<file path="config.mk">
export PLATFORM = sky130hd
export DESIGN_NAME = pong_round_sequencer
export DESIGN_NICKNAME = d
export VERILOG_FILES = /design/src/rtl/pong_round_sequencer.sv
export SDC_FILE = /design/constraint.sdc
export NUM_CORES = 1
export LEC_CHECK = 0
export BUFFER_PORTS_ARGS = -buffer_cell sky130_fd_sc_hd__buf_2
export CORE_UTILIZATION = 53
export DETAILED_ROUTE_END_ITERATION = 16
export MAX_ROUTING_LAYER = met4
export PLACE_DENSITY = 0.79
export SETUP_SLACK_MARGIN = 0.15
export SYNTH_ARGS = -nofsm -noshare
export SYNTH_HDL_FRONTEND = slang
export SYNTH_SLANG_ARGS = --single-unit
</file>
<file path="constraint.sdc">
create_clock -name clk -period 2.2 [get_ports clk]
set_input_delay 0.66 -clock clk [delete_from_list [all_inputs] [get_ports clk]]
set_output_delay 0.66 -clock clk [all_outputs]
set_load 0.05 [all_outputs]
</file>
<file path="src/rtl/pong_round_sequencer.sv">
// Pong game-level sequencer: serve/play/point/over flow, ball pacing, X steering and scoring.
// Optional build macro PONG_SPEEDUP_EN: paddle hits shorten the step interval down to MIN_DIV.
module pong_round_sequencer #(
  parameter int SCORE_W   = 4,
  parameter int WIN_SCORE = 9,
  parameter int STEP_DIV  = 4,
  parameter int DIV_W     = 4,
  parameter int MIN_DIV   = 2
) (
  input  logic               clk,
  input  logic               sim_rst,
  input  logic               frame_tick,
  input  logic               btn_fire,
  input  logic               col_esquerda,
  input  logic               col_direita,
  input  logic               miss_esquerda,
  input  logic               miss_direita,
  output logic               ball_reload,
  output logic               ball_step,
  output logic               ball_dir_x,
  output logic [SCORE_W-1:0] score_esq,
  output logic [SCORE_W-1:0] score_dir,
  output logic [2:0]         state,
  output logic               game_over,
  output logic               winner
);

  typedef enum logic [2:0] {
    IDLE  = 3'b000,
    SERVE = 3'b001,
    PLAY  = 3'b010,
    POINT = 3'b011,
    OVER  = 3'b100
  } state_t;

`ifdef PONG_SPEEDUP_EN
  localparam bit SPEEDUP = 1'b1;
`else
  localparam bit SPEEDUP = 1'b0;
`endif

  localparam logic [DIV_W-1:0]   INTERVAL_INIT  = DIV_W'(STEP_DIV - 1);
  localparam logic [DIV_W-1:0]   INTERVAL_FLOOR = DIV_W'(MIN_DIV - 1);
  localparam logic [SCORE_W-1:0] WIN_S          = SCORE_W'(WIN_SCORE);

  state_t             state_r, state_nx_s;
  logic               btn_q_r;
  logic               fire_s;
  logic [DIV_W-1:0]   div_r, div_nx_s;
  logic [DIV_W-1:0]   interval_r, interval_nx_s;
  logic [SCORE_W-1:0] score_esq_r, score_esq_nx_s;
  logic [SCORE_W-1:0] score_dir_r, score_dir_nx_s;
  logic               dir_r, dir_nx_s;
  logic               reload_r, reload_nx_s;
  logic               step_r, step_nx_s;
  logic               over_r, over_nx_s;
  logic               winner_r, winner_nx_s;
  logic               scorer_r, scorer_nx_s;   // 1 = right player took the last point

  assign fire_s = btn_fire & ~btn_q_r;

  // Next-state and next-value logic for every registered output.
  always_comb begin
    state_nx_s     = state_r;
    div_nx_s       = div_r;
    interval_nx_s  = interval_r;
    score_esq_nx_s = score_esq_r;
    score_dir_nx_s = score_dir_r;
    dir_nx_s       = dir_r;
    reload_nx_s    = 1'b0;
    step_nx_s      = 1'b0;
    over_nx_s      = over_r;
    winner_nx_s    = winner_r;
    scorer_nx_s    = scorer_r;
    case (state_r)
      IDLE: begin
        if (fire_s) begin
          state_nx_s     = SERVE;
          score_esq_nx_s = {SCORE_W{1'b0}};
          score_dir_nx_s = {SCORE_W{1'b0}};
          reload_nx_s    = 1'b1;
          interval_nx_s  = INTERVAL_INIT;
        end else begin
          state_nx_s = IDLE;
        end
      end
      SERVE: begin
        if (fire_s) begin
          state_nx_s = PLAY;
          div_nx_s   = {DIV_W{1'b0}};
        end else begin
          state_nx_s = SERVE;
        end
      end
      PLAY: begin
        // A miss ends the rally and overrides any collision in the same cycle.
        if (miss_esquerda) begin
          if (score_dir_r < WIN_S) begin
            score_dir_nx_s = score_dir_r + {{(SCORE_W-1){1'b0}}, 1'b1};
          end else begin
            score_dir_nx_s = score_dir_r;
          end
          dir_nx_s    = 1'b0;
          scorer_nx_s = 1'b1;
          state_nx_s  = POINT;
        end else if (miss_direita) begin
          if (score_esq_r < WIN_S) begin
            score_esq_nx_s = score_esq_r + {{(SCORE_W-1){1'b0}}, 1'b1};
          end else begin
            score_esq_nx_s = score_esq_r;
          end
          dir_nx_s    = 1'b1;
          scorer_nx_s = 1'b0;
          state_nx_s  = POINT;
        end else begin
          if (col_esquerda && !col_direita) begin
            dir_nx_s = 1'b1;
          end else if (col_direita && !col_esquerda) begin
            dir_nx_s = 1'b0;
          end else begin
            dir_nx_s = dir_r;
          end
          if (SPEEDUP && (col_esquerda || col_direita) && (interval_r > INTERVAL_FLOOR)) begin
            interval_nx_s = interval_r - {{(DIV_W-1){1'b0}}, 1'b1};
          end else begin
            interval_nx_s = interval_r;
          end
          // >= keeps pacing sane if the interval shrinks below a running divider.
          if (frame_tick) begin
            if (div_r >= interval_r) begin
              div_nx_s  = {DIV_W{1'b0}};
              step_nx_s = 1'b1;
            end else begin
              div_nx_s = div_r + {{(DIV_W-1){1'b0}}, 1'b1};
            end
          end else begin
            div_nx_s = div_r;
          end
        end
      end
      POINT: begin
        if ((scorer_r && (score_dir_r == WIN_S)) || (!scorer_r && (score_esq_r == WIN_S))) begin
          state_nx_s  = OVER;
          over_nx_s   = 1'b1;
          winner_nx_s = scorer_r;
        end else begin
          state_nx_s    = SERVE;
          reload_nx_s   = 1'b1;
          interval_nx_s = INTERVAL_INIT;
        end
      end
      OVER: begin
        if (fire_s) begin
          state_nx_s     = IDLE;
          score_esq_nx_s = {SCORE_W{1'b0}};
          score_dir_nx_s = {SCORE_W{1'b0}};
          over_nx_s      = 1'b0;
        end else begin
          state_nx_s = OVER;
        end
      end
      default: begin
        state_nx_s = IDLE;
      end
    endcase
  end

  // State and output registers with synchronous active-low reset.
  always_ff @(posedge clk) begin
    if (!sim_rst) begin
      state_r     <= IDLE;
      btn_q_r     <= 1'b1;
      div_r       <= {DIV_W{1'b0}};
      interval_r  <= INTERVAL_INIT;
      score_esq_r <= {SCORE_W{1'b0}};
      score_dir_r <= {SCORE_W{1'b0}};
      dir_r       <= 1'b1;
      reload_r    <= 1'b0;
      step_r      <= 1'b0;
      over_r      <= 1'b0;
      winner_r    <= 1'b0;
      scorer_r    <= 1'b0;
    end else begin
      state_r     <= state_nx_s;
      btn_q_r     <= btn_fire;
      div_r       <= div_nx_s;
      interval_r  <= interval_nx_s;
      score_esq_r <= score_esq_nx_s;
      score_dir_r <= score_dir_nx_s;
      dir_r       <= dir_nx_s;
      reload_r    <= reload_nx_s;
      step_r      <= step_nx_s;
      over_r      <= over_nx_s;
      winner_r    <= winner_nx_s;
      scorer_r    <= scorer_nx_s;
    end
  end

  assign state       = state_r;
  assign ball_reload = reload_r;
  assign ball_step   = step_r;
  assign ball_dir_x  = dir_r;
  assign score_esq   = score_esq_r;
  assign score_dir   = score_dir_r;
  assign game_over   = over_r;
  assign winner      = winner_r;

endmodule

</file>
Word level (Yosys, flattened, before mapping) --
Cells that the tools add are included.
Storage, ports and cells: output and inout port bits 16, logic and storage cells 104, bits in read-only memories 0, latch bits 0, RAM bits 0, memories 0, bits in registers 26
Cells by class: order comparisons 3, muxes and demuxes 36, reductions and logical operators 25, shift operators 0, eq/ne operators 20, $add $sub $neg 3, divide/modulo/power cells 0, multipliers 0, bitwise logic cells 5
Operators with widths (count):
- $mux W4 | 12
- $pmux W4 S2 | 4
- $ne A2 B2 Y1 const B | 12
- $pmux W3 S5 | 1
- $add A4 B1 Y4 const B | 3
- $mux W1 | 12
- $mux W3 | 4
- $reduce_and A5 Y1 | 2
- $reduce_bool A2 Y1 | 5
- $eq A4 B4 Y1 const B | 2
- $lt A4 B4 Y1 const B | 2
- $eq A3 B2 Y1 const B | 2
- $reduce_and A2 Y1 | 3
- $reduce_and A3 Y1 | 2
- $reduce_or A5 Y1 | 1
- $ge A4 B4 Y1 | 1
- $logic_and A1 B1 Y1 | 4
- $not A1 Y1 | 4
- $pmux W1 S2 | 2
- $reduce_and A4 Y1 | 1
- $reduce_bool A4 Y1 | 1
- $eq A3 B1 Y1 const B | 1
- $eq A3 B3 Y1 const B | 1
- $logic_not A1 Y1 | 3
- other kinds (7) | 7

Depth between registers and ports, before layout --
word-level depth 6, gate-level depth with buffers 5, depth with buffers taken out 5

Least setup slack after synthesis --
OpenSTA, ideal clock, no wires.
path kind reg2reg, start reg score_dir_r[1], in the netlist score_dir[1], end reg state_r[0], in the netlist state[0], arrival 1836 ps, path buffers 0, cell stages (with the launch flop) 6, data required time 2109 ps, slack 273 ps, path through dfxtp_1 -> inv_1 -> ha_1 -> and4b_1 -> or3b_2 -> a311oi_1
Between the ends: cells in the longest elaborated chain, start to end 5
Ends and longest elaborated chain:
- from (decl) | RTL line 52 | logic [SCORE_W-1:0] score_dir_r, score_dir_nx_s;
- from (signal assigned) | RTL line 176 | score_dir_r <= {SCORE_W{1'b0}};
- from (signal assigned) | RTL line 189 | score_dir_r <= score_dir_nx_s;
- $eq A4 B4 Y1 | RTL line 142 | if ((scorer_r && (score_dir_r == WIN_S)) || (!scorer_r && (score_esq_r == WIN_S))) begin
- $logic_and A1 B1 Y1 | RTL line 142
- $logic_or A1 B1 Y1 | RTL line 142
- $mux W3 | RTL line 142
- $pmux W3 S5 | RTL line 75 | case (state_r)
- to (signal assigned) | RTL line 184 | state_r <= state_nx_s;
- to (decl) | RTL line 46 | state_t state_r, state_nx_s;
No other way between the ends. A chain may end at the register's enable or synchronous reset.

Worst setup path in the final report --
start reg state_r[0], in the netlist state[0], end out state[0]
RTL lines:
- to (decl) | RTL line 23 | output logic [2:0] state,
No word-level cell between the ends.

==> impl_results.md <==
* Critical path startpoint category: flip-flop
* Met3 usage at 3.74%
* Die Y at 49.3 um
* Post-synth ARST share at 0%
* Hold Buf Count CTS at 0
* Footprint of the multi-input gates at slightly below 700 sq um
* Dominant cell by count in the synthesized netlist: dfxtp_1
* Die area at ~0.0024 sq mm
* Leakage at between 0.5 and 0.6 nW
* First-pass GRT wire length at approximately 4100 um
* Vias in the first global route at between 900 and 1000
* # diodes at 0
* Power per Cell Area at a little over 500 mW/mm^2
* CP endpoint kind: output port
* Post-synth EDFFs at 0
* Largest stage delay, worst path at 580 ps
* Status: complete, no violations
* Cell Chain, Critical Path: buf_2
* CTS tree: done
* Routing usage on met1 at 26.1%
* DP HPWL at 1750 um
* Placed cell areas at between 0.001 and 0.0015 sq mm
* Worst path buffer plus inverter count at 1
* Setup violations, final at 0
* Top-area cell type share of the netlist area at a little under two fifths
* TNS Setup at 0 ps
* Largest area contributor in the netlist: dfxtp_1
* First drt pass iteration count at 4
* Htree depth at 1
* Cell family with most CP delay: flip-flops
* Wirelength per Cell at roughly 14 um
* Total CTS buffers at 3
* Global Route met2 Usage at between 30% and 40%
* Clk buf depth at 2
* Sequential fraction of the synthesis area at 37.1%
* Largest net degree at the start of global routing at 21
* Initial Util at approximately three fifths
* Final period util at a little under nine tenths
* CTS sink cnt at 22
* Post-synthesis area per instance at between 9 and 10 sq um
* Post-synthesis register bit count at 22
* Port buffer count at 23
* Via count at 1004
* Most used routing layer: met2
* Post-cts resize count at 0
* Fill cell count at approximately 190
* All-Layer GR Usage at between 20% and 30%
* WL final at about 2400 um
* Slew HR at 64.3%
* Post-Syn Area at between 0.001 and 0.0015 sq mm
* Max Slew Vio Count at 0
* Initial antenna violation count at 0
* Max_cap viols at 0
* Core Area at around 0.002 sq mm
* CP max-delay cell: dfxtp_1
* Sequential cell area at 440 sq um
* Peak supply drop at around 400 uV
* Cell area after layout at around 0.0013 sq mm
* Fin Clk Skew at about 3.4 ps
* RSZ-0062 raised after global routing: no
* Routed Antenna Nets at 0
* Clk slew on worst S/H paths at ~120 ps
* Drt via density at about 5.7
* Routability cong. at about 0.77
* Die Wd at between 40 and 50 um
* Netlist cell types at 47
* Slew @ Worst Pin at between 500 and 600 ps
* Worst hold path type: reg2reg
* Max Clock Freq at ~530 MHz
* Clock root buffer: clkbuf_4
* Layout area overhead at 12.8%
* Worst EP arrival at ~1200 ps
* Num ports at 24
* Largest cells by area after synthesis: dfxtp_1 (37%), ha_1 (8.4%), mux2i_1 (5.9%)
* Rows at 16
* Top_reg_cell synth: dfxtp_1
* Final min period at around 1900 ps
* Critical-path maximum fanout at 14
* Clock Latency Late Sink at roughly 300 ps
* Worst Path Class, Setup: reg2out
* Layout net count at roughly 170
* Top cells by count, synth: dfxtp_1 (22), nand3_1 (11), inv_1 (9)
* Overflow after GRT at 0
* DR iter-0 viols at 19
* Post-CTS setup buffers at 0
* Fin. Hold Viols at 0
* DRC at 0
* Synth Warn # at 0
* Syn Nets at between 100 and 150
* Layout cells sized above 1 at 25.7%
* Post-Syn Instances at between 100 and 150
* Worst path required time at around 1500 ps
-- sequential cells by signal (all words and copies together) (netlist names), 3 cells and up --
| name | cells |
|---|---|
| div_r | 4 |
| score_dir | 4 |
| score_esq | 4 |
| state | 3 |
-- layer usage --
layer | vias up | share of wire [%] | wire [um]
met5 | - | 0 | 0
li1 | 505 | - | -
met3 | 2 | 2.1 | 49
met4 | 0 | 0.50 | 12
met2 | 14 | 49 | 1180
met1 | 483 | 48 | 1150
-- metrics by stage --
step                      power (W)  instances  hold slack, ps  setup slack, ps  util (%)
final                      0.000684        175             477              318      65.5
after detailed placement   0.000469        171             456              316      63.7
after global placement     0.000467        171             441              349      63.7
after floorplan            0.000453        127             442              273         -
after CTS                  0.000691        175             478              317      65.5
after global routing       0.000708        175             502              261      65.5
-- layout by cell type, fill, tap and decap left out, types with 4 or more instances in the layout --
cell type and n:
nand2_1 5, nor2_1 4, a21oi_1 5, mux2i_1 7, inv_1 9, dfxtp_1 22, nor3_1 5, ha_1 8
nand3_1 11, nand2b_1 6, buf_2 23
-- final timing paths --
path / startpoint / to / slack, ps / cells past startpoint
worst min-delay path: game_over$_SDFFE_PN0P_ / game_over$_SDFFE_PN0P_ / 480 / 2
worst min register to register: game_over$_SDFFE_PN0P_ / game_over$_SDFFE_PN0P_ / 480 / 2
worst max register to register: state[1]$_SDFFE_PN0P_ / div_r[3]$_SDFFE_PN0P_ / 490 / 3
worst max-delay path: state[0]$_SDFFE_PN0P_ / state[0] / 320 / 1
-- area by class of cell --
cell class	instances	share of cell area (%)
Multi-Input combinational cell	90	50.7
Sequential cell	22	32.9
Timing Repair Buffer	23	8.61
Clock buffer	4	2.71
Inverter	9	2.53
Tap cell	27	2.53
-- logic make-up (layout without fill, tap and decap cells) --
kind of cell	Yosys count	count (layout)	synth area share, %
buffers and inverters	15	36	5.70
AOI/OAI and AO/OA	22	22	14.8
adders and majority gates	8	8	8.44
DFF	22	22	37.1
and+or+nand+nor	53	53	28.1
muxes	7	7	5.91
-- power breakdown --
| group | internal, W | total [W] | switching (W) | leakage, nW |
|---|---|---|---|---|
| logic | 0.0000185 | 0.0000538 | 0.0000352 | 0.367 |
| registers | 0.000402 | 0.000407 | 0.00000557 | 0.178 |
| clock network | 0.000101 | 0.000223 | 0.000122 | 0.0210 |
(Power assumes the default switching activity.)
